<file path="src/rtl/control_sequencer.sv">
// control_sequencer: FETCH / EXEC1 / EXEC2 / HALT phase sequencer with an
// instruction register and a set_jump delay line. It also has optional
// saturating performance counters. The counters are enabled by defining
// SEQ_PERF_COUNTERS_EN.
module control_sequencer (
   input  logic        clk,
   input  logic        reset_n,
   input  logic [15:0] instr_in,
   input  logic        sm_extra,
   input  logic        stop,
   input  logic        set_jump,
   input  logic        run,
`ifdef SEQ_PERF_COUNTERS_EN
   input  logic        cnt_clr,
   output logic [15:0] instr_count,
   output logic [15:0] cycle_count,
`endif
   output logic [15:0] instruction,
   output logic [1:0]  state,
   output logic        jump,
   output logic        two_cycles_after_jump,
   output logic        halted
);

   typedef enum logic [1:0] {
      FETCH = 2'b00,
      EXEC1 = 2'b01,
      EXEC2 = 2'b10,
      HALT  = 2'b11
   } phase_t;

   phase_t phase;
   phase_t phase_nxt;

   assign state = phase;

   // Next phase: stop has priority over every other transition.
   always_comb begin
      phase_nxt = phase;
      if (stop) begin
         phase_nxt = HALT;
      end else begin
         case (phase)
            FETCH: phase_nxt = EXEC1;
            EXEC1: phase_nxt = sm_extra ? EXEC2 : FETCH;
            EXEC2: phase_nxt = FETCH;
            HALT:  phase_nxt = run ? FETCH : HALT;
         endcase
      end
   end

   // Phase register, IR load on FETCH exit, halted flag and jump delay line.
   always_ff @(posedge clk) begin
      if (!reset_n) begin
         phase                 <= FETCH;
         instruction           <= '0;
         jump                  <= 1'b0;
         two_cycles_after_jump <= 1'b0;
         halted                <= 1'b0;
      end else begin
         phase                 <= phase_nxt;
         halted                <= (phase_nxt == HALT);
         jump                  <= set_jump;
         two_cycles_after_jump <= jump;
         if (phase == FETCH && phase_nxt == EXEC1) begin
            instruction <= instr_in;
         end
      end
   end

`ifdef SEQ_PERF_COUNTERS_EN
   logic retire;

   // An instruction retires only when an execute phase returns to FETCH.
   // A move into HALT is not a retirement.
   assign retire = ((phase == EXEC1) || (phase == EXEC2)) && (phase_nxt == FETCH);

   // Saturating counters. A clear takes priority over any increment.
   always_ff @(posedge clk) begin
      if (!reset_n) begin
         instr_count <= '0;
         cycle_count <= '0;
      end else if (cnt_clr) begin
         instr_count <= '0;
         cycle_count <= '0;
      end else begin
         if (retire && instr_count != '1) begin
            instr_count <= instr_count + 16'd1;
         end
         if (phase != HALT && cycle_count != '1) begin
            cycle_count <= cycle_count + 16'd1;
         end
      end
   end
`endif

endmodule

</file>
<file path="config.mk">
export PLATFORM = sky130hd
export DESIGN_NAME = control_sequencer
export DESIGN_NICKNAME = d
export VERILOG_FILES = /design/src/rtl/control_sequencer.sv
export SDC_FILE = /design/constraint.sdc
export NUM_CORES = 1
export LEC_CHECK = 0
export CELL_PAD_IN_SITES_DETAIL_PLACEMENT = 0
export CELL_PAD_IN_SITES_GLOBAL_PLACEMENT = 1
export CORE_ASPECT_RATIO = 0.9
export CORE_MARGIN = 2
export CORE_UTILIZATION = 25
export DETAILED_ROUTE_END_ITERATION = 10
export PLACE_DENSITY = 0.79
export SYNTH_ARGS = -nofsm -noshare
export SYNTH_HDL_FRONTEND = slang
export SYNTH_SLANG_ARGS = --single-unit
</file>
<file path="constraint.sdc">
create_clock -name clk -period 1.22 [get_ports clk]
set_input_delay 0.366 -clock clk [delete_from_list [all_inputs] [get_ports clk]]
set_output_delay 0.366 -clock clk [all_outputs]
set_load 0.02 [all_outputs]
</file>
==> out/qor.txt, run 1 <==
DRT antenna net count -> 0
GRT met3 Usage -> 0.05010
Starting DRT DRC Count -> 54
mapped cell area -> 768.2 sq um
Core Area -> 0.002995 sq mm
Clock power frac -> 0.236
DP Worst Slack -> -0.2222 ns
Crit-path slowest cell -> dfxtp_1
Mapped Cells -> 88
Multi-input gate area -> 297.8 sq um
FP Rows -> 19
Die Wd -> 62.43 um
post-layout min period -> 1.160 ns
Seq/Total Area, Yosys -> 0.5472
number of vias per cell -> 4.138
die height -> 56.59 um
top cell type's share of synthesized area -> 0.5472
startpoint type of the worst setup path -> register
Power Dens Cells -> 1115 mW/mm^2
fillers -> 337
Critical Path Sink Type -> output pin
Sequential cell area -> 425.4 sq um
synthesized flop and latch total -> 21
Core Util, Final -> 0.4085
Cell Int Power -> 1.009 mW
routed len/inst -> 10.30 um
switching share of power -> 0.2607
crit-path max cell delay -> 0.35 ns
WP buf/inv -> 1
final WL -> 1.792 mm
Clock Tree Root -> clkbuf_4
syn nets -> 110
clk buf depth -> 2
Final nets -> 155
initial antenna violation count -> 0
H-tree levels -> 1
largest net degree at the start of global routing -> 39
endpoints failing setup -> 0
Area after DPL -> 0.001257 sq mm
Synth cell types -> 17
min-delay worst type -> reg -> reg
Initial Util -> 0.2565
Finished Cell Area -> 0.001224 sq mm
outcome -> complete, no violations
die area -> 0.003533 sq mm
Flop pwr share -> 0.548
setup tns final -> 0 ns
Fin. Hold Viols -> 0
IO buf count -> 42
clk_lat worst skew -> 0.29 ns
Post-CTS Setup Repair Bufs -> 0
worst slew pin tran -> 0.1702 ns
first-pass GRT wire length -> 3.008 mm
leakage -> 0.4991 nW
Fin Clk Skew -> 0.003369 ns
GRT met1 Usage -> 0.1093
layout cells sized above 1 -> 0.2576
most frequent cells in the layout -> 21 x clkdlybuf4s50_1, 19 x buf_4, 18 x nand2_1
total track usage -> 0.1101
worst setup margin -> 0.05970 ns
GR peak layer -> met2
routed via count -> 720
Overflow after GRT -> 0
met2 Usage GRT -> 0.1982
Final Cycle Share -> 0.9511
vias in the first global route -> 698
# IOs -> 43
Setup CP Type -> reg -> out
Mapped Avg Cell Area -> 8.730 sq um
NetSw -> 355.8 uW
maxcap violations -> 0
CTS tree -> built
CP delay by family, top -> flip-flops
clock transition at the registers of the reported paths -> 0.11 ns
post-synth top area cell -> dfxtp_1
RSZ-0062 raised after global routing -> false
Slew Limit Fails -> 0
VDD IR max -> 0.0006532 V
number of remaining DRC errors -> 0
Worst Path Required -> 0.85 ns
critical-path cell list -> buf_4
CP max FO -> 2
total CTS buffers -> 3
GP Congestion -> 0.7971
top cells by area, synth -> dfxtp_1 55%, nand3_1 10%, o21ai_0 9.8%
final hold slack -> 0.4598 ns
Detailed Routing Iterations Pass 1 -> 3
Logic pwr share -> 0.216
hpwl dp -> 1.306 mm
P&R area growth vs syn -> 59.28%
commonest non-fill, non-tap cell in the layout -> clkdlybuf4s50_1
Max-slew headroom -> 0.8862
f_max -> 861.8 MHz
Worst EP arrival -> 0.79 ns
yosys warns -> 0
Inserted Diodes -> 0
Clock Sink Count -> 21
[state kept, by name, summed over array words and instances (netlist names)]
name                   cells
instruction               16
state                      2
halted                     1
two_cycles_after_jump      1
jump                       1
[power groups by stage]
stage | Clock [mW] | Combinational, mW | Sequential (mW)
floorplan | 0 | 0.0826 | 0.819
CTS | 0.342 | 0.282 | 0.746
finish | 0.322 | 0.295 | 0.748
detailed placement | 0 | 0.319 | 0.762
global route | 0.381 | 0.320 | 0.754
global placement | 0 | 0.316 | 0.761
[routing by layer]
layer  part of all wire  up-vias
met5                  0        -
met4              0.015        0
met3              0.083        2
met2               0.51       24
met1               0.39      311
li1                   -      383
[path summary, 6_finish.rpt]
check                           depth (start not counted)             from               to  slack (ns)
worst min-delay path                                    2  instruction[11]  instruction[11]        0.46
worst max-delay path                                    1  instruction[15]  instruction[15]        0.06
worst max register to register                          5         state[0]   instruction[6]        0.13
worst min register to register                          2  instruction[11]  instruction[11]        0.46
[repair_timing]
action,4_1_cts,5_1_grt
pin swaps,0,0
gates resized for setup,84,20
endpoints found under the setup margin,21,17
hold buffers,0,0
[cells in the mapped netlist]
cell type and number:
clkbuf_2 1, and2_1 2, nor2_1 1, inv_1 1
nand3_1 16, nand2_1 18, buf_6 2, o31a_1 1
o21ai_1 2, and3_1 1, clkbuf_1 1, nor3_4 1
o21ai_0 15, mux2i_1 1, buf_2 3, dfxtp_1 21
o21a_1 1
[final cells by class]
cell class | instances | area share
multi-input combinational | 59 | 0.2434
clock buffer | 4 | 0.02147
sequential | 21 | 0.3476
inverter | 1 | 0.003067
timing repair buffer | 47 | 0.3415
tap | 42 | 0.04294
[logic make-up (layout without fill, tap and decap cells)]
family / after synthesis / after routing / share of synthesized area
compound gates: 19 / 19 / 0.1319
simple gates: 39 / 39 / 0.2427
flops: 21 / 21 / 0.5472
buf+inv: 8 / 52 / 0.06512
mux: 1 / 1 / 0.01303
[metrics by stage]
step	std cells	total power, mW
2_1_floorplan	88	0.9014
3_3_place_gp	170	1.077
3_5_place_dp	170	1.081
4_1_cts	174	1.370
5_1_grt	174	1.455
6_report	174	1.365
Note: power is estimated with default switching activity, not from simulation.
==> run 2, diff against run 1 <==
- CELL_PAD_IN_SITES_DETAIL_PLACEMENT: 0 -> 1
- CTS_CLUSTER_DIAMETER: not set -> 100
- MAX_ROUTING_LAYER: not set -> met4
==> run 2 against run 1 <==
Compared with the run above:
- via count grew 3.8%
- register-to-register slack lost 0.04 ns
- sequential share of layout area grew 0.35 points
- global-route usage grew 2.4 points
- fmax shrank 1.3%
- critical path depth is the same
- highest routed layer unchanged
- worst hold slack gained 0.00056 ns
- first-iteration DRC count shrank 17%
- critical endpoint is now state[1]
- setup slack lost 0.015 ns
- die area is the same
- non-clock buffer count is the same
==> out/qor.txt, run 2 (synthesized netlist as in run 1, its figures left out) <==
Initial Util -> 0.2565 (unchanged)
Overflow after GRT -> 0 (unchanged)
final hold slack -> 0.4604 ns (+0.0005650 ns)
Fin. Hold Viols -> 0 (unchanged)
Worst Path Required -> 0.85 ns (about the same)
largest net degree at the start of global routing -> 39 (unchanged)
final WL -> 2.142 mm (+20%)
critical-path cell list -> buf_4
Starting DRT DRC Count -> 45 (-17%)
setup tns final -> 0 ns (unchanged)
Finished Cell Area -> 0.001215 sq mm (-0.72%)
routed len/inst -> 12.31 um (+20%)
reg2reg start -> state[0]
Critical Path Sink Type -> output pin
layout cells sized above 1 -> 0.2652 (+0.007576)
outcome -> complete, no violations
post-layout min period -> 1.176 ns (+0.01543 ns)
first-pass GRT wire length -> 3.629 mm (+21%)
register name with the most flops -> instruction
hpwl dp -> 1.558 mm (+19%)
Die Wd -> 62.43 um (unchanged)
Detailed Routing Iterations Pass 1 -> 3 (unchanged)
Sequential cell area -> 426.7 sq um (+0.29%)
total CTS buffers -> 3 (unchanged)
Post-CTS Resized -> 84 (unchanged)
Final nets -> 155 (unchanged)
Clock power frac -> 0.241 (+0.005)
Worst R2R Path Depth -> 5 (unchanged)
Slew Limit Fails -> 0 (unchanged)
Final Cycle Share -> 0.9637 (+0.01264)
startpoint type of the worst setup path -> register
Largest register FFs -> 16 (unchanged)
maxcap violations -> 0 (unchanged)
FF-to-FF setup slack -> 0.09 ns (-0.04 ns)
Logic pwr share -> 0.216 (about the same)
GP Congestion -> 0.8085 (+1.4%)
FP Rows -> 19 (unchanged)
Area after DPL -> 0.001257 sq mm (unchanged)
Core Util, Final -> 0.4056 (-0.002924)
leakage -> 0.5002 nW (+0.22%)
clk_lat worst skew -> 0.30 ns (about the same)
CTS Hold Buffers Added -> 0 (unchanged)
Cell Int Power -> 1.006 mW (-0.26%)
IO buf count -> 42 (unchanged)
DRT antenna net count -> 0 (unchanged)
CTS tree -> built
crit-path max cell delay -> 0.36 ns (about the same)
min-delay worst type -> reg -> reg
number of remaining DRC errors -> 0 (unchanged)
H-tree levels -> 1 (unchanged)
DP Worst Slack -> -0.2294 ns (-0.007132 ns)
switching share of power -> 0.2700 (+0.009344)
commonest non-fill, non-tap cell in the layout -> clkdlybuf4s50_1
Multi-input gate area -> 297.8 sq um (unchanged)
Core Area -> 0.002995 sq mm (unchanged)
initial antenna violation count -> 0 (unchanged)
total track usage -> 0.1338 (+0.02366)
Clock Tree Root -> clkbuf_4
worst slew pin tran -> 0.1647 ns (-0.005454 ns)
Critical Path Start -> state[1]
Power Dens Cells -> 1135 mW/mm^2 (+1.7%)
Clock Sink Count -> 21 (unchanged)
endpoints failing setup -> 0 (unchanged)
routed via count -> 747 (+3.8%)
Flop pwr share -> 0.543 (-0.005)
Crit-path slowest cell -> dfxtp_1
CP delay by family, top -> flip-flops
Worst EP arrival -> 0.81 ns (+0.02 ns)
WP buf/inv -> 1 (unchanged)
CP max FO -> 2 (unchanged)
most frequent cells in the layout -> 21 x clkdlybuf4s50_1, 18 x nand2_1, 16 x nand3_1, 16 x dfxtp_1, 15 x buf_4
die height -> 56.59 um (unchanged)
fillers -> 387 (+15%)
die area -> 0.003533 sq mm (unchanged)
Inserted Diodes -> 0 (unchanged)
number of vias per cell -> 4.293 (+3.7%)
worst setup margin -> 0.04428 ns (-0.01543 ns)
Fin Clk Skew -> 0.002328 ns (-0.001041 ns)
f_max -> 850.5 MHz (-1.3%)
# IOs -> 43 (unchanged)
Setup CP Type -> reg -> out
Max-slew headroom -> 0.8890 (+0.002845)
WP depth -> 1 (unchanged)
vias in the first global route -> 783 (+12%)
clock transition at the registers of the reported paths -> 0.11 ns (about the same)
clk buf depth -> 2 (unchanged)
VDD IR max -> 0.0004937 V (-24%)
Post-CTS Setup Repair Bufs -> 0 (unchanged)
P&R area growth vs syn -> 58.14%
FF-to-FF End -> instruction[6]
CP Capture Point -> state[1]
NetSw -> 372.2 uW (+4.6%)
-- run 2: cell types whose count changed in the layout (fill, tap and decap cells not counted) --
cell | previous run | this run
buf_4 | 19 | 15
o21ai_0 | 15 | 14
o21ai_1 | 2 | 3
dfxtp_2 | 4 | 5
dfxtp_1 | 17 | 16
buf_2 | 5 | 9
-- run 2: power groups by stage --
stage                     clock network [mW]  logic [mW]  registers (mW)
after floorplan                            0      0.0826           0.819
after global placement                     0       0.316           0.761
after detailed placement                   0       0.326           0.763
after CTS                              0.350       0.288           0.747
after global routing                   0.386       0.324           0.754
final                                  0.332       0.297           0.749
-- run 2: routing by layer --
metal | global-route usage | up-vias | wire length (um)
met4 | 0.04762 | 0 | 27
met3 | 0.03607 | 2 | 132
met1 | 0.1475 | 338 | 890
met2 | 0.2335 | 24 | 1092
li1 | - | 383 | -
met5 | - | - | 0
-- run 2: how the worst min path moves through the flow --
stage | cells past startpoint | end | start
6_report | 2 | instruction[2] | instruction[2]
5_1_grt | 2 | instruction[5] | instruction[5]
4_1_cts | 2 | instruction[2] | instruction[2]
3_5_place_dp | 2 | instruction[2] | instruction[2]
3_3_place_gp | 1 | two_cycles_after_jump | jump
2_1_floorplan | 2 | state[1] | stop
-- run 2: metrics by stage --
step	total power, mW	std cells
floorplan	0.9014	88
global placement	1.077	170
detailed placement	1.089	170
CTS	1.385	174
global route	1.464	174
finish	1.379	174
-- run 2: layout make-up --
class	count	area share
flip-flops and latches	21	0.3512
repair buffers	47	0.3357
multi-input cells	59	0.2451
well taps	42	0.04325
clock buffers	4	0.02163
inverters	1	0.003090
==> run 3, diff against run 2 <==
- CELL_PAD_IN_SITES_DETAIL_PLACEMENT: 1 -> 0
==> run 3 against run 2 <==
Compared with the run above:
- clock power is 3% lower
- fmax is 1.5% higher
- cell count unchanged
- combinational power is essentially flat
- total power down 1.0%
- count of clock-buffer cells in the layout stayed put
- register-to-register slack improved by 0.03 ns
- sequential power barely moved
- die area unchanged
- worst hold slack got worse by 0.00053 ns
- critical endpoint is now instruction[15]
- highest routed layer unchanged
==> out/qor.txt, run 3 (synthesized netlist as in run 1, its figures left out) <==
endpoints failing setup -> 0 (unchanged)
first-pass GRT wire length -> 3.001 mm (-17%)
die height -> 56.59 um (unchanged)
Fin. Hold Viols -> 0 (unchanged)
critical-path cell list -> buf_4
GP Congestion -> 0.8085 (unchanged)
Worst R2R Path Depth -> 5 (unchanged)
most frequent cells in the layout -> 21 x clkdlybuf4s50_1, 19 x buf_4, 18 x nand2_1
# IOs -> 43 (unchanged)
Max-slew headroom -> 0.8862 (-0.002844)
IO buf count -> 42 (unchanged)
clk_lat worst skew -> 0.29 ns (about the same)
placed insts -> 170 (unchanged)
register name with the most flops -> instruction
Overflow after GRT -> 0 (unchanged)
commonest non-fill, non-tap cell in the layout -> clkdlybuf4s50_1
largest net degree at the start of global routing -> 39 (unchanged)
outcome -> complete, no violations
clk buf depth -> 2 (unchanged)
CP max FO -> 2 (unchanged)
Area after DPL -> 0.001257 sq mm (unchanged)
Die Wd -> 62.43 um (unchanged)
vias in the first global route -> 702 (-10%)
Final nets -> 155 (unchanged)
Slew Limit Fails -> 0 (unchanged)
routed via count -> 726 (-2.8%)
Post-CTS Setup Repair Bufs -> 0 (unchanged)
hpwl dp -> 1.306 mm (-16%)
WP depth -> 1 (unchanged)
CTS Hold Buffers Added -> 0 (unchanged)
Power Dens Cells -> 1115 mW/mm^2 (-1.7%)
fin cells -> 174 (unchanged)
Crit-path slowest cell -> dfxtp_1
Inserted Diodes -> 0 (unchanged)
CP delay by family, top -> flip-flops
Worst EP arrival -> 0.79 ns (-0.02 ns)
DRT antenna net count -> 0 (unchanged)
Fin Clk Skew -> 0.002535 ns (+0.0002065 ns)
Starting DRT DRC Count -> 56 (+24%)
setup tns final -> 0 ns (unchanged)
Multi-input gate area -> 297.8 sq um (unchanged)
Largest register FFs -> 16 (unchanged)
routed len/inst -> 10.29 um (-16%)
Sequential cell area -> 425.4 sq um (-0.29%)
Initial Util -> 0.2565 (unchanged)
min-delay worst type -> reg -> reg
post-layout min period -> 1.159 ns (-0.01682 ns)
CTS tree -> built
Clock Sink Count -> 21 (unchanged)
leakage -> 0.4991 nW (-0.22%)
layout cells sized above 1 -> 0.2576 (-0.007576)
total CTS buffers -> 3 (unchanged)
final hold slack -> 0.4598 ns (-0.0005340 ns)
DP Worst Slack -> -0.2222 ns (+0.007132 ns)
number of vias per cell -> 4.172 (-2.8%)
f_max -> 862.9 MHz (+1.5%)
Detailed Routing Iterations Pass 1 -> 3 (unchanged)
Worst Path Required -> 0.85 ns (about the same)
Design Power -> 1.365 mW (-1.0%)
number of remaining DRC errors -> 0 (unchanged)
initial antenna violation count -> 0 (unchanged)
clock transition at the registers of the reported paths -> 0.11 ns (about the same)
Final Cycle Share -> 0.9499 (-0.01379)
Post-CTS Resized -> 84 (unchanged)
die area -> 0.003533 sq mm (unchanged)
WP buf/inv -> 1 (unchanged)
Core Util, Final -> 0.4085 (+0.002924)
P&R area growth vs syn -> 59.28%
Clock Tree Root -> clkbuf_4
Critical Path Sink Type -> output pin
fillers -> 337 (-13%)
Hold Path Depth -> 2 (unchanged)
crit-path max cell delay -> 0.35 ns (about the same)
Core Area -> 0.002995 sq mm (unchanged)
maxcap violations -> 0 (unchanged)
FP Rows -> 19 (unchanged)
worst slew pin tran -> 0.1702 ns (+0.005454 ns)
H-tree levels -> 1 (unchanged)
worst setup margin -> 0.06110 ns (+0.01682 ns)
startpoint type of the worst setup path -> register
Setup CP Type -> reg -> out
final WL -> 1.790 mm (-16%)
VDD IR max -> 0.0006550 V (+33%)
RSZ-0062 raised after global routing -> false
total track usage -> 0.1132 (-0.02056)
Finished Cell Area -> 0.001224 sq mm (+0.72%)
-- run 3: changes by cell type in the layout (fill, tap and decap cells not counted) --
| cell | before | now |
|---|---|---|
| dfxtp_2 | 5 | 4 |
| o21ai_1 | 3 | 2 |
| buf_2 | 9 | 5 |
| o21ai_0 | 14 | 15 |
| buf_4 | 15 | 19 |
| dfxtp_1 | 16 | 17 |
-- run 3: final timing paths --
path | from | end | slack [ns]
setup / recovery | instruction[15] | instruction[15] | 0.06
setup reg to reg | state[0] | instruction[6] | 0.12
hold reg to reg | instruction[11] | instruction[11] | 0.46
hold / removal | instruction[11] | instruction[11] | 0.46
-- run 3: cell type report --
cell class,instances,share of cell area
Tap cell,42,0.04294
Clock buffer,4,0.02147
Timing Repair Buffer,47,0.3415
Sequential cell,21,0.3476
Inverter,1,0.003067
Multi-Input combinational cell,59,0.2434
-- run 3: metal layers --
metal | vias to the layer above | GRT usage | wire (um)
met5 | - | - | 0
met4 | 0 | 0.04762 | 27
met3 | 2 | 0.05010 | 164
met2 | 26 | 0.1982 | 892
met1 | 315 | 0.1093 | 705
li1 | 383 | - | -
-- run 3: where the power goes --
part / internal, mW / switching [mW]
logic: 0.153 / 0.142
registers: 0.728 / 0.0196
clock network: 0.127 / 0.194
-- run 3: worst register-to-register path, stage by stage (launching register included) --
cell and delay (ns):
dfxtp_1 0.32, buf_4 0.15, nor3_4 0.21, buf_12 0.19, nand3_1 0.10, o21ai_0 0.07
